[src/rtl/bp_pkg.sv]
// Branch-predictor constants and the per-branch metadata record shared by
// the perceptron predictor, the in-flight queue and the trainer.
package bp_pkg;
    localparam int HISTORY_SIZE = 62;
    localparam int IDX_W        = 10;
    localparam int SUM_W        = 16;
    localparam int THETA        = 133;

    typedef struct packed {
        logic [IDX_W-1:0]        idx;
        logic signed [SUM_W-1:0] sum;
        logic                    pred;
        logic [HISTORY_SIZE-1:0] history;
    } bp_meta_t;

    // Widened by one bit so the magnitude of the most negative sum fits.
    function automatic logic [SUM_W:0] abs_sum(input logic signed [SUM_W-1:0] s);
        logic signed [SUM_W:0] ext;
        ext = {s[SUM_W-1], s};
        return ext[SUM_W] ? -ext : ext;
    endfunction
endpackage

[src/rtl/inflight_fifo.sv]
// Generic circular buffer with wrap-bit pointers and a flush that discards
// every entry younger than the one being read.
module inflight_fifo #(
    parameter int DEPTH = 8,
    parameter int W     = 8
) (
    input  logic                   clk,
    input  logic                   rst,
    input  logic                   wr_en,
    input  logic [W-1:0]           wr_data,
    input  logic                   rd_en,
    input  logic                   flush,
    output logic [W-1:0]           rd_data,
    output logic [$clog2(DEPTH):0] count,
    output logic                   full,
    output logic                   empty
);
    localparam int AW = $clog2(DEPTH);

    logic [AW:0]  head_q, head_d, tail_q, tail_d;
    logic [W-1:0] mem_q [DEPTH];

    assign count   = tail_q - head_q;
    assign full    = (count == (AW+1)'(DEPTH));
    assign empty   = (count == '0);
    assign rd_data = mem_q[head_q[AW-1:0]];

    // Flush pulls the tail back onto the post-read head, so occupancy becomes 0.
    always_comb begin
        head_d = head_q;
        tail_d = tail_q;
        if (rd_en && !empty) head_d = head_q + (AW+1)'(1);
        if (flush)                   tail_d = head_d;
        else if (wr_en && !full)     tail_d = tail_q + (AW+1)'(1);
    end

    always_ff @(posedge clk or posedge rst) begin
        if (rst) begin
            head_q <= '0;
            tail_q <= '0;
        end else begin
            head_q <= head_d;
            tail_q <= tail_d;
        end
    end

    always_ff @(posedge clk) begin
        if (wr_en && !full && !flush) mem_q[tail_q[AW-1:0]] <= wr_data;
    end
endmodule

[src/rtl/perceptron_inflight_queue.sv]
// Tracks perceptron predictions until resolution, owns the speculative global
// history and issues training requests. BP_INFLIGHT_STATS_EN adds 32-bit counters.
module perceptron_inflight_queue
    import bp_pkg::*;
#(
    parameter int DEPTH = 8
) (
    input  logic                    clk,
    input  logic                    rst,
    input  logic                    push_valid,
    output logic                    push_ready,
    input  logic [IDX_W-1:0]        push_idx,
    input  logic [SUM_W-1:0]        push_sum,
    input  logic                    push_pred,
    input  logic                    resolve_valid,
    input  logic                    resolve_taken,
    output logic [HISTORY_SIZE-1:0] spec_history,
    output logic                    train_valid,
    output logic [IDX_W-1:0]        train_idx,
    output logic [HISTORY_SIZE-1:0] train_history,
    output logic                    train_taken,
    output logic                    mispredict,
    output logic [$clog2(DEPTH):0]  count,
`ifdef BP_INFLIGHT_STATS_EN
    output logic [31:0]             stat_resolved,
    output logic [31:0]             stat_mispred,
    output logic [31:0]             stat_trained,
`endif
    output logic                    underflow_err
);
    bp_meta_t head, wr_meta;
    logic     fifo_full, fifo_empty, pop, mispred_now, train_now, push_acc;

    logic [HISTORY_SIZE-1:0] spec_history_q, spec_history_d;
    logic                    train_valid_q, train_taken_q, mispredict_q, underflow_q;
    logic [IDX_W-1:0]        train_idx_q;
    logic [HISTORY_SIZE-1:0] train_history_q;

    assign push_ready  = !fifo_full;
    assign pop         = resolve_valid && !fifo_empty;
    assign mispred_now = pop && (resolve_taken != head.pred);
    assign train_now   = pop && (mispred_now || (abs_sum(head.sum) <= (SUM_W+1)'(THETA)));
    // A push in the same cycle as a mispredict is on the wrong path.
    assign push_acc    = push_valid && !fifo_full && !mispred_now;
    assign wr_meta     = '{idx: push_idx, sum: push_sum, pred: push_pred, history: spec_history_q};

    inflight_fifo #(.DEPTH(DEPTH), .W($bits(bp_meta_t))) u_fifo (
        .clk     (clk),
        .rst     (rst),
        .wr_en   (push_acc),
        .wr_data (wr_meta),
        .rd_en   (pop),
        .flush   (mispred_now),
        .rd_data (head),
        .count   (count),
        .full    (fifo_full),
        .empty   (fifo_empty)
    );

    always_comb begin
        spec_history_d = spec_history_q;
        if (mispred_now)
            spec_history_d = {head.history[HISTORY_SIZE-2:0], resolve_taken};
        else if (push_acc)
            spec_history_d = {spec_history_q[HISTORY_SIZE-2:0], push_pred};
    end

    always_ff @(posedge clk or posedge rst) begin
        if (rst) begin
            spec_history_q  <= '0;
            train_valid_q   <= 1'b0;
            train_idx_q     <= '0;
            train_history_q <= '0;
            train_taken_q   <= 1'b0;
            mispredict_q    <= 1'b0;
            underflow_q     <= 1'b0;
        end else begin
            spec_history_q <= spec_history_d;
            train_valid_q  <= train_now;
            mispredict_q   <= mispred_now;
            underflow_q    <= underflow_q | (resolve_valid && fifo_empty);
            if (pop) begin
                train_idx_q     <= head.idx;
                train_history_q <= head.history;
                train_taken_q   <= resolve_taken;
            end
        end
    end

    assign spec_history  = spec_history_q;
    assign train_valid   = train_valid_q;
    assign train_idx     = train_idx_q;
    assign train_history = train_history_q;
    assign train_taken   = train_taken_q;
    assign mispredict    = mispredict_q;
    assign underflow_err = underflow_q;

`ifdef BP_INFLIGHT_STATS_EN
    logic [31:0] stat_resolved_q, stat_mispred_q, stat_trained_q;

    always_ff @(posedge clk or posedge rst) begin
        if (rst) begin
            stat_resolved_q <= '0;
            stat_mispred_q  <= '0;
            stat_trained_q  <= '0;
        end else begin
            if (pop && (stat_resolved_q != '1))        stat_resolved_q <= stat_resolved_q + 32'd1;
            if (mispred_now && (stat_mispred_q != '1)) stat_mispred_q  <= stat_mispred_q + 32'd1;
            if (train_now && (stat_trained_q != '1))   stat_trained_q  <= stat_trained_q + 32'd1;
        end
    end

    assign stat_resolved = stat_resolved_q;
    assign stat_mispred  = stat_mispred_q;
    assign stat_trained  = stat_trained_q;
`endif
endmodule

[config.mk]
export PLATFORM = sky130hd
export DESIGN_NAME = perceptron_inflight_queue
export DESIGN_NICKNAME = d
export VERILOG_FILES = /design/src/rtl/bp_pkg.sv /design/src/rtl/inflight_fifo.sv /design/src/rtl/perceptron_inflight_queue.sv
export SDC_FILE = /design/constraint.sdc
export NUM_CORES = 1
export LEC_CHECK = 0
export CORE_AREA = 2 2 249 251
export CTS_CLUSTER_SIZE = 10
export DETAILED_ROUTE_END_ITERATION = 10
export DIE_AREA = 0 0 251 253
export PLACE_DENSITY_LB_ADDON = 0.2
export SYNTH_ARGS = -nofsm -noshare
export SYNTH_HDL_FRONTEND = slang
export SYNTH_SLANG_ARGS = --single-unit
[constraint.sdc]
create_clock -name clk -period 25.7 [get_ports clk]
set_input_delay 5.14 -clock clk [delete_from_list [all_inputs] [get_ports clk]]
set_output_delay 5.14 -clock clk [all_outputs]
set_load 0.005 [all_outputs]
; Yosys cells after proc, flatten, opt, wreduce, memory -nomap -nowiden
; Memory sizes are Yosys's and may differ from the RTL's.
; Cells that the tools add are included.
[op_classes]
addsub = 4
magnitude_cmp = 1
n_eq_ne = 2
muxes = 8
bitwise_logic = 1
n_reduce_logical = 16
[ops]
columns = operator, count
row1 = $mux 62, 2
row2 = $le 17x8->1 const B, 1
row3 = $mux 17, 1
row4 = $neg 16->17, 1
row5 = $mux 4, 3
row6 = $logic_and 1x1->1, 9
row7 = $add 4x1->4 const B, 2
row8 = $eq 4x4->1 const B, 1
row9 = $logic_not 4->1, 1
row10 = $reduce_bool 2->1, 2
row11 = $sub 4x4->4, 1
row12 = $logic_not 1->1, 3
row13 = $mux 1, 2
row14 = $logic_or 1x1->1, 1
row15 = $ne 1x1->1, 1
row16 = $or 1x1->1, 1
[totals]
reg_bits = 146
ram_bits = 712
inputBits = 32
out_inout_bits = 143
elab_cells = 42
mem_count = 1
[memory_table]
columns = memory, depth, word_bits, read_ports, rd_clocked_by_memory_dff, write_ports, line
row1 = u_fifo.mem_q, 8, 89, 1, 0, 1, inflight_fifo.sv:21  ; logic [W-1:0] mem_q [DEPTH];

; Longest topological paths before layout
; Gate-level depths: netlist of the first run.
[depth]
ltp_word = 11
depth_mapped = 19

; Hierarchy
; A second synthesis of the first run with hierarchy kept.
[unflattened]
cells_unflattened = 1922
hier_area_um2 = 33266.9
[modules_own_cells]
columns = mod, instances, cells_per_inst, area_each_um2, seq_area_each_um2
row1 = inflight_fifo, 1, 1284, 27278.7, 21580.7
row2 = perceptron_inflight_queue, 1, 638, 5988.2, 3453.3

; Worst setup path after synthesis of the first run
; No wires, ideal clock.
[synth_timing]
path_type = in2reg
from = input push_valid
to = memory u_fifo.mem_q[0][0] (netlist name) (enable)
setup_time_ns = 0.645
arrival_time_ns = 12.195
path_slack_ns = 12.860
stages = 6
path_cell_list = a21boi_0 clkbuf_1 buf_2 buf_2 nand3_1 nor3_1
[synth_between]
elab_chain_len = 6
[synth_rtl]
columns = element, line
row1 = start: declaration, perceptron_inflight_queue.sv:10  ; input logic push_valid,
row2 = $logic_and 1x1->1 (2 in a row), perceptron_inflight_queue.sv:44  ; assign push_acc = push_valid && !fifo_full && !mispred_now;
row3 = $logic_and 1x1->1 (2 in a row), inflight_fifo.sv:48  ; if (wr_en && !full && !flush) mem_q[tail_q[AW-1:0]] <= wr_data;
row4 = $mux 1, inflight_fifo.sv:48
row5 = $mux 1 (implied by the code), inflight_fifo.sv:48
row6 = end: declaration, inflight_fifo.sv:21
; No other way between the ends.

; Worst setup path in the final report of the first run
[layout_timing]
from = input resolve_taken
to = memory u_fifo.mem_q[0][51] (netlist name) (enable)
[layout_between]
elab_chain_len = 8
[layout_rtl]
columns = element, line
row1 = start: declaration, perceptron_inflight_queue.sv:16  ; input logic resolve_taken,
row2 = $ne 1x1->1 *, perceptron_inflight_queue.sv:41  ; assign mispred_now = pop && (resolve_taken != head.pred);
row3 = $logic_and 1x1->1 *, perceptron_inflight_queue.sv:41
row4 = $logic_not 1->1 *, "inflight_fifo.sv:48, perceptron_inflight_queue.sv:44"
row5 = $logic_and 1x1->1, perceptron_inflight_queue.sv:44
row6 = $logic_and 1x1->1, inflight_fifo.sv:48
row7 = $logic_and 1x1->1 *, inflight_fifo.sv:48
row8 = $mux 1 *, inflight_fifo.sv:48
row9 = $mux 1 (implied by the code) *, inflight_fifo.sv:48
; Every way passes the cells marked *; elsewhere a longest branch is shown, timed or not.

==> results of run 1 <==
kinds of logic (layout without fill, tap and decap cells):
kind of cell | count (synthesis) | in the layout | share of synthesized area (%)
compound gates | 111 | 111 | 1.83
mux | 384 | 384 | 18.3
xor+xnor | 11 | 11 | 0.291
buf+inv | 101 | 391 | 1.40
flops | 858 | 858 | 75.7
fa+ha+maj | 7 | 7 | 0.287
simple gates | 171 | 171 | 2.26
registers in the layout (all words and copies together), names as in the netlist:
signal         cells
u_fifo.tail_q      4
train_taken        1
underflow_err      1
spec_history      62
u_fifo.head_q      4
train_idx         10
mispredict         1
train_valid        1
u_fifo.mem_q     712
train_history     62
per-layer routing:
layer  part of all wire, %  up-vias  wire, µm
met5                 0.021        -        14
met4                   2.4        2      1610
met3                   5.3       94      3560
met2                    50      460     33000
met1                    43     8420     28400
li1                      -     7001         -
through the flow:
stage	setup WS, ns	hold WS (ns)
2_1_floorplan	12.86	0.451
3_3_place_gp	16.43	0.449
3_5_place_dp	16.27	0.445
4_1_cts	16.88	0.463
5_1_grt	16.71	0.504
6_report	16.94	0.460
critical path: stages:
cell and delay [ns]:
sky130_fd_sc_hd__clkdlybuf4s50_1 0.64, sky130_fd_sc_hd__xnor2_1 0.16, sky130_fd_sc_hd__nand2b_4 0.45, sky130_fd_sc_hd__nand3_1 0.45
sky130_fd_sc_hd__nor3_2 0.79, sky130_fd_sc_hd__buf_4 0.43, sky130_fd_sc_hd__buf_4 0.89
synthesized netlist by cell type, types with 3 or more instances:
cell	count	area (µm²)
sky130_fd_sc_hd__a21oi_1	11	55.1
sky130_fd_sc_hd__a22oi_1	4	30.0
sky130_fd_sc_hd__and2_1	10	62.6
sky130_fd_sc_hd__and3_1	3	18.8
sky130_fd_sc_hd__buf_1	11	41.3
sky130_fd_sc_hd__buf_2	27	135
sky130_fd_sc_hd__buf_6	4	45.0
sky130_fd_sc_hd__clkbuf_1	45	169
sky130_fd_sc_hd__dfrtp_1	146	3650
sky130_fd_sc_hd__edfxtp_1	712	21400
sky130_fd_sc_hd__ha_1	6	75.1
sky130_fd_sc_hd__inv_1	10	37.5
sky130_fd_sc_hd__mux2_2	3	33.8
sky130_fd_sc_hd__mux2i_1	206	2060
sky130_fd_sc_hd__mux4_2	172	3870
sky130_fd_sc_hd__nand2_1	113	424
sky130_fd_sc_hd__nand3_1	6	30.0
sky130_fd_sc_hd__nand4_1	5	31.3
sky130_fd_sc_hd__nor2_1	16	60.1
sky130_fd_sc_hd__nor2b_1	3	18.8
sky130_fd_sc_hd__nor3_1	5	25.0
sky130_fd_sc_hd__o21ai_0	81	405
sky130_fd_sc_hd__o31ai_1	4	30.0
sky130_fd_sc_hd__xnor2_1	7	61.3
sky130_fd_sc_hd__xor2_1	4	35.0
path summary, 6_finish.rpt:
kind | end | slack [ns] | cells past startpoint | startpoint
setup / recovery | u_fifo.mem_q[0][51]$_DFFE_PP_ | 16.94 | 7 | resolve_taken
hold / removal | underflow_err$_DFF_PP0_ | 0.46 | 1 | underflow_err$_DFF_PP0_
setup reg to reg | u_fifo.mem_q[0][51]$_DFFE_PP_ | 19.46 | 11 | u_fifo.head_q[2]$_DFF_PP0_
hold reg to reg | underflow_err$_DFF_PP0_ | 0.46 | 1 | underflow_err$_DFF_PP0_
max in group asynchronous | u_fifo.head_q[0]$_DFF_PP0_ | 19.30 | 3 | rst
min in group asynchronous | spec_history[42]$_DFFE_PP0P_ | 5.02 | 2 | rst
cells in the final DEF, fill, tap and decap left out, types with 4 or more instances in the layout:
cell,synthesis,routed
sky130_fd_sc_hd__inv_1,10,9
sky130_fd_sc_hd__xor2_1,4,4
sky130_fd_sc_hd__mux4_2,172,172
sky130_fd_sc_hd__clkbuf_1,45,76
sky130_fd_sc_hd__nand2_1,113,113
sky130_fd_sc_hd__nor2_4,0,6
sky130_fd_sc_hd__o21ai_0,81,81
sky130_fd_sc_hd__a21oi_1,11,11
sky130_fd_sc_hd__edfxtp_1,712,712
sky130_fd_sc_hd__clkbuf_16,0,98
sky130_fd_sc_hd__xnor2_1,7,7
sky130_fd_sc_hd__nor2_1,16,10
sky130_fd_sc_hd__nand4_1,5,5
sky130_fd_sc_hd__buf_4,1,23
sky130_fd_sc_hd__mux2i_1,206,206
sky130_fd_sc_hd__ha_1,6,6
sky130_fd_sc_hd__a22oi_1,4,4
sky130_fd_sc_hd__dfrtp_1,146,144
sky130_fd_sc_hd__and2_1,10,10
sky130_fd_sc_hd__nand3_1,6,6
sky130_fd_sc_hd__clkdlybuf4s50_1,0,174
layout make-up:
type,instances,area [µm²]
flip-flops and latches,858,25000
repair buffers,198,1930
inverters,12,57.6
fillers,4155,22500
multi-input cells,684,7680
clock inverters,5,77.6
well taps,790,988
clock buffers,176,2770
power groups by stage:
stage	Sequential (W)	Clock, W	Combinational, W
floorplan	0.00217	0	0.00104
global placement	0.00224	0	0.00156
detailed placement	0.00227	0	0.00159
CTS	0.00225	0.00126	0.00160
global route	0.00229	0.00132	0.00171
finish	0.00224	0.00124	0.00157
==> summary.md, run 1 <==
The maximum number of pins on one net before global-route repair is 112. The horizontal die dimension is 251 µm, and the relative slew slack is 18.4%. In this run, the number of DRC markers left after iteration 0 of detailed routing was 1,338. At the pin with the least slew margin, the transition time is 1.22 ns.

The post-synthesis instance total was 1,643. The worst setup path is of the input pin to register kind. For this design, the CTS-stage hold fixing added 0 buffers. Summing all placed instances gives a cell area of 35,700 µm². For the I/O pin count, the log shows 175.

The max-slew violation total from the final report is 0. For the core utilization of the finished layout, the log shows 63.2%. Synthesis produced a netlist with a net count of 1,682. For this run, the post-layout net count is 1,889. Dividing the detail-routed wire length by the instance count gives 24.5 µm. In this run the worst hold path is classified as register to register. The final RePlAce weighted congestion was 0.786. The run gives 24.5% as the clock network fraction of design power.

Critical path startpoint category: an input pin. The H-tree was split into 3 levels. IR analysis of the VDD net gives a maximum drop of 0.109 mV. The tools report the first-pass GRT wire length as 103 mm. Dividing total power by cell area gives a power density of 131 nW/µm².

Setup total negative slack on the finished layout was measured at 0 ns. After synthesis, the share of flip-flops with an asynchronous set or reset is 17.0%. The root buffer cell chosen for the clock tree is sky130_fd_sc_hd__clkbuf_16. The logs give 0.00345 W for the internal power summed over all cells and 13.5 nW for the leakage power figure. The flow ran to the end, and the final reports show no timing, DRC or antenna violations. Net switching is 31.6% of the power. The final wirelength is 66.6 mm, and the number of core rows is 91.

Detailed placement ended at an HPWL of 35.9 mm. The number of setup buffers added after CTS is 0. Total power for the finished layout comes to 0.00504 W. Dominant synthesized flop cell: sky130_fd_sc_hd__edfxtp_1. For this run, global-route usage on met3 was measured as 3.89%. STA classifies the critical path endpoint as a register. The tools report the sequential-to-total area share from yosys stat as 75.7%.

Count of final setup violators: 0. TritonCTS built the clock tree. The run gives 33,100 µm² as the area of the mapped netlist. Setup repair after global routing left no endpoint under its margin. The run gives 0 as the overflow left after global routing. The count of max-cap constraint violations is 0, and the worst endpoint data arrival time is 9.00 ns.

For the number of global-route vias before repair, the log shows 17,200. Power dissipated by switching net loads: 0.00159 W. For this run, global-route usage on met2 was measured as 35.2%.

For the overall global routing resource usage, the log shows 21.7%. The number of antenna violations at the first check in global routing was 1; the number of buffers inserted by port buffering was 174. Once placement completed, the tool counted placed cells totaling 2,542. For this run, the detailed router's first-pass iteration total came to 5. The clock drives 858 sinks. The number of hold-slack violations in the final timing report is 0, and the share of total power in sequential cells is 44.4%. For this run, the top clock speed supported by timing is 114 MHz. In the final layout, the share of cells above drive strength 1 is 16.8%. Of all nets on the critical path, the largest fanout is 64.

In this run the vertical extent of the chip is 253 µm. met2 is the most crowded layer. The later pin in the worst-skew pair is clocked with a latency of 0.64 ns.

The layout overhead on the synthesized area works out to 16.5%. After routing the design area is 38,500 µm². The number of flip-flops and latches in the synthesized netlist came out at 858.

Leaving out filler cells and counting taps, the final layout contains 2,723. The logs give 0 for the number of inserted diodes and 0 for the count of synthesis-stage warnings from yosys. STA puts the critical path data required time at 25.94 ns.

After floorplanning, the core was sized to cover 61,000 µm². Final cycle utilization of the critical path: 34.1%. CTS clock-pin slew for the worst setup and hold paths: 0.06 ns. For this run, global-route usage on met1 was measured as 30.1%.

The post-detailed-route count of antenna-violating nets was 0. The count of cell types in the netlist came out at 48. The number of clock buffers added by TritonCTS is 96. For this block, the via count after detailed routing is 16,000. The worst setup skew after layout is 0.0261 ns, and the average instance area after synthesis is 20.1 µm². The share of total power dissipated in combinational logic is 31.1%. The tools report the maximum buffer depth of the clock tree as 3. In this run, synthesis inferred 712 flip-flops with an integrated enable. The die covers 63,500 µm². Number of design rule violations left after detail routing: 0.

The count of cells resized by post-cts repair was 0. After detailed routing, the number of vias per cell comes to 5.87. The starting density of the core was 54.2%; the minimum clock period was 8.76 ns.
Note: power is estimated with default switching activity, not from simulation.
==> inputs of run 2 (changes only) <==
- clock period: 25.7 -> 8.4 ns (I/O delays scaled with it)
==> summary.md, run 2 (synthesis gave the netlist of run 1 again) <==
The wire length per cell was 24.6 µm (+0.36%); the minimum clock period was 5.28 ns. For the die outline area, the log shows 63,500 µm² (unchanged). The slowest stage of the critical path belongs to the cell sky130_fd_sc_hd__buf_4. For the cell count after placement, the log shows 2,542 (unchanged).

The first-pass GRT wire length was 103 mm (-0.38%). Relative to the synthesized area, the layout overhead comes to 16.7%. Switching portion of total power: 31.8% (+0.21 points). The run finished with clean final reports. The number of nets in the layout is 1,889 (unchanged), and the flip-flop count of the largest register after layout is 712 (unchanged). The combinational group share of total power is 31.3% (+0.2 points), and the worst endpoint data arrival time is 5.54 ns (-3.46 ns).

The setup slack of the worst register-to-register path was 3.12 ns (-16.34 ns). For this run, the top clock speed supported by timing is 190 MHz. The depth of the most critical reg-to-reg path is 9 (-2).

The logs give 61,000 µm² (unchanged) for the placeable core region and 36.8 mm (+2.6%) for the detailed-placement wirelength estimate. The tools report the internal power summed over all cells as 0.0106 W (+210%). The tools report the number of design rule violations left after detail routing as 0 (unchanged).

The final RePlAce weighted congestion was 0.797 (+1.5%). The horizontal die dimension is 251 µm (unchanged). The run gives 0 (unchanged) as the number of inserted diodes.

The number of setup buffers added after CTS was 0 (unchanged); the largest stage delay on the critical path was 0.98 ns (+0.09 ns). In the finished design, the share of the clock period the worst path needs comes to 62.8%. The transition at the pin with the smallest max-transition slack is 1.14 ns (-0.0811 ns), and the core utilization of the finished layout is 63.3% (+0.10 points).

The number of antenna violations at the first check in global routing was 1 (unchanged); the vertical die dimension was 253 µm (unchanged). For the worst hold slack after final layout, the log shows 0.462 ns (+0.00192 ns). The tools report the worst-case vdd ir drop as 0.237 mV (+120%).

The CTS clock-pin slew for the worst setup and hold paths was 0.05 ns (about the same). The number of buffers inserted by port buffering is 174 (unchanged). In this run the worst hold path is classified as register to register.

The worst path buffer plus inverter count came out at 3 (unchanged). The count of max-cap constraint violations was 0 (unchanged); the final total negative setup slack was 0 ns (unchanged). For the relative slew slack, the log shows 24.0% (+5.6 points). The startpoint identified for the worst hold timing path is underflow_err$_DFF_PP0_.

The largest fanout on the critical path is 72 (+13%), and the later-pin clock latency in the skew report is 0.64 ns (about the same). The max-slew violation total from the final report is 0 (unchanged). Family with the most delay on the worst path: buffers and inverters. The worst setup path is captured at a register.

The tools report the count of hold-fix buffers inserted at cts as 0 (unchanged). The worst reg2reg path startpoint is u_fifo.head_q[1]$_DFF_PP0_. The logs give 16,100 (+0.62%) for the via count of the routed design and 0 (unchanged) for the number of hold-slack violations in the final timing report. The count of final setup violators came out at 0 (unchanged).

For the number of global-route vias before repair, the log shows 17,000 (-0.84%). The most numerous cell type found on the critical path is sky130_fd_sc_hd__buf_4. The post-detailed-route count of antenna-violating nets was 0 (unchanged).

The maximum buffer depth of the clock tree came out at 3 (unchanged). The critical path goes through buf_4 -> mux4_2 -> mux2i_1 -> xnor2_1 -> nand2b_4 -> nand3_1 -> nor3_4 -> buf_4 -> buf_4. The tools report the final wirelength as 66.9 mm (+0.36%). Leaving out fill and tap cells, the most frequent cells in the layout are sky130_fd_sc_hd__edfxtp_1, sky130_fd_sc_hd__mux2i_1, sky130_fd_sc_hd__clkdlybuf4s50_1.

The run gives 44.3% (about the same) as the share of total power in sequential cells. TritonCTS built the clock tree. The logs give 3 (unchanged) for the total number of H-tree levels and 0.00492 W (+210%) for the power dissipated by switching net loads. The tools report the maximum number of pins on one net before global-route repair as 112 (unchanged). For the I/O pin count, the log shows 175 (unchanged). The ratio of cells with drive above 1 in the final layout was 16.8% (unchanged); the power per cell area was 401 nW/µm² (+210%). The tools report the data required time of the critical path as 8.66 ns (-17.28 ns).

The worst setup skew after layout was 0.0214 ns (-0.00474 ns); the average vias per placed instance was 5.90 (+0.62%). Overflow left after global routing: 0 (unchanged). The leakage power figure was 13.5 nW (+0.11%); the final critical-path setup slack was 3.12 ns (-13.81 ns).

The post-placement worst setup slack is 3.01 ns (-13.26 ns). Path type of the worst setup path: register to register. The number of cells traversed by the worst hold path came out at 1 (unchanged).

For the count of clock tree sinks, the log shows 858 (unchanged). The most common library cell in the layout ignoring fill and taps is sky130_fd_sc_hd__edfxtp_1. The total iterations of the first detailed-routing run came out at 5 (unchanged). The worst register-to-register path ends at u_fifo.mem_q[0][87]$_DFFE_PP_.

The tools report the overall global routing resource usage as 21.7% (about the same). For hold timing, the worst endpoint is underflow_err$_DFF_PP0_. The number of core rows was 91 (unchanged). The root cell of the clock tree is sky130_fd_sc_hd__clkbuf_16. For the count of routing violations after the opening detailed-route iteration, the log shows 1,333 (-0.37%). STA classifies the critical path startpoint as a register. For the number of buffers added by the clock tree synthesis step, the log shows 96 (unchanged).

The starting density of the core was 54.2% (unchanged). The run gives 0 (unchanged) as the count of cells resized by post-cts repair. For the count of filler cells inserted in the layout, the log shows 4,209 (+1.3%). The number of cells in the finished layout apart from fillers was 2,723 (unchanged); the clock network fraction of design power was 24.4% (about the same).

Setup repair after global routing left no endpoint under its margin.
[run 2: layout make-up]
| type | count | area (µm²) | area share, % |
|---|---|---|---|
| sequential | 858 | 25000 | 64.9 |
| timing repair buffer | 198 | 2010 | 5.21 |
| tap | 790 | 988 | 2.56 |
| multi-input combinational | 684 | 7690 | 19.9 |
| clock inverter | 7 | 86.3 | 0.224 |
| clock buffer | 174 | 2740 | 7.09 |
| inverter | 12 | 52.6 | 0.136 |
[run 2: worst reg2reg max path, cell delays in order (launching register included)]
cell and delay (ns):
sky130_fd_sc_hd__dfrtp_4 0.90, sky130_fd_sc_hd__buf_4 1.01, sky130_fd_sc_hd__mux4_2 0.44, sky130_fd_sc_hd__mux2i_1 0.18
sky130_fd_sc_hd__xnor2_1 0.19, sky130_fd_sc_hd__nand2b_4 0.42, sky130_fd_sc_hd__nand3_1 0.42, sky130_fd_sc_hd__nor3_4 0.27
sky130_fd_sc_hd__buf_4 0.42, sky130_fd_sc_hd__buf_4 0.64
[run 2: worst max path at each step]
stage / from / to / slack (ns) / cells after the start
floorplan: u_fifo.head_q[1]$_DFF_PP0_ / u_fifo.mem_q[4][0]$_DFFE_PP_ / 0.16 / 18
global route: u_fifo.head_q[0]$_DFF_PP0_ / u_fifo.mem_q[0][87]$_DFFE_PP_ / 2.68 / 9
global placement: u_fifo.head_q[1]$_DFF_PP0_ / u_fifo.mem_q[0][31]$_DFFE_PP_ / 3.03 / 9
detailed placement: u_fifo.head_q[1]$_DFF_PP0_ / u_fifo.mem_q[0][33]$_DFFE_PP_ / 3.01 / 9
finish: u_fifo.head_q[1]$_DFF_PP0_ / u_fifo.mem_q[0][87]$_DFFE_PP_ / 3.12 / 9
CTS: u_fifo.head_q[0]$_DFF_PP0_ / u_fifo.mem_q[0][78]$_DFFE_PP_ / 2.99 / 9
[run 2: power groups by stage]
stage | registers, W | logic [W] | clock network (W)
3_3_place_gp | 0.00688 | 0.00483 | 0
2_1_floorplan | 0.00663 | 0.00318 | 0
3_5_place_dp | 0.00695 | 0.00491 | 0
4_1_cts | 0.00688 | 0.00494 | 0.00385
5_1_grt | 0.00700 | 0.00526 | 0.00402
6_report | 0.00686 | 0.00484 | 0.00377
[run 2: metal layers]
layer / wire length [µm] / track usage [%] / vias up
li1: - / - / 7018
met1: 27400 / 28.9 / 8493
met2: 34300 / 36.5 / 459
met3: 3760 / 4.34 / 104
met4: 1370 / 6.53 / 2
met5: 10 / 0 / -
[run 2: stage by stage]
stage / instance area, µm² / power, W
floorplan: 33100 / 0.00981
global placement: 35800 / 0.0117
detailed placement: 35800 / 0.0119
CTS: 38600 / 0.0157
global route: 38600 / 0.0163
finish: 38600 / 0.0155
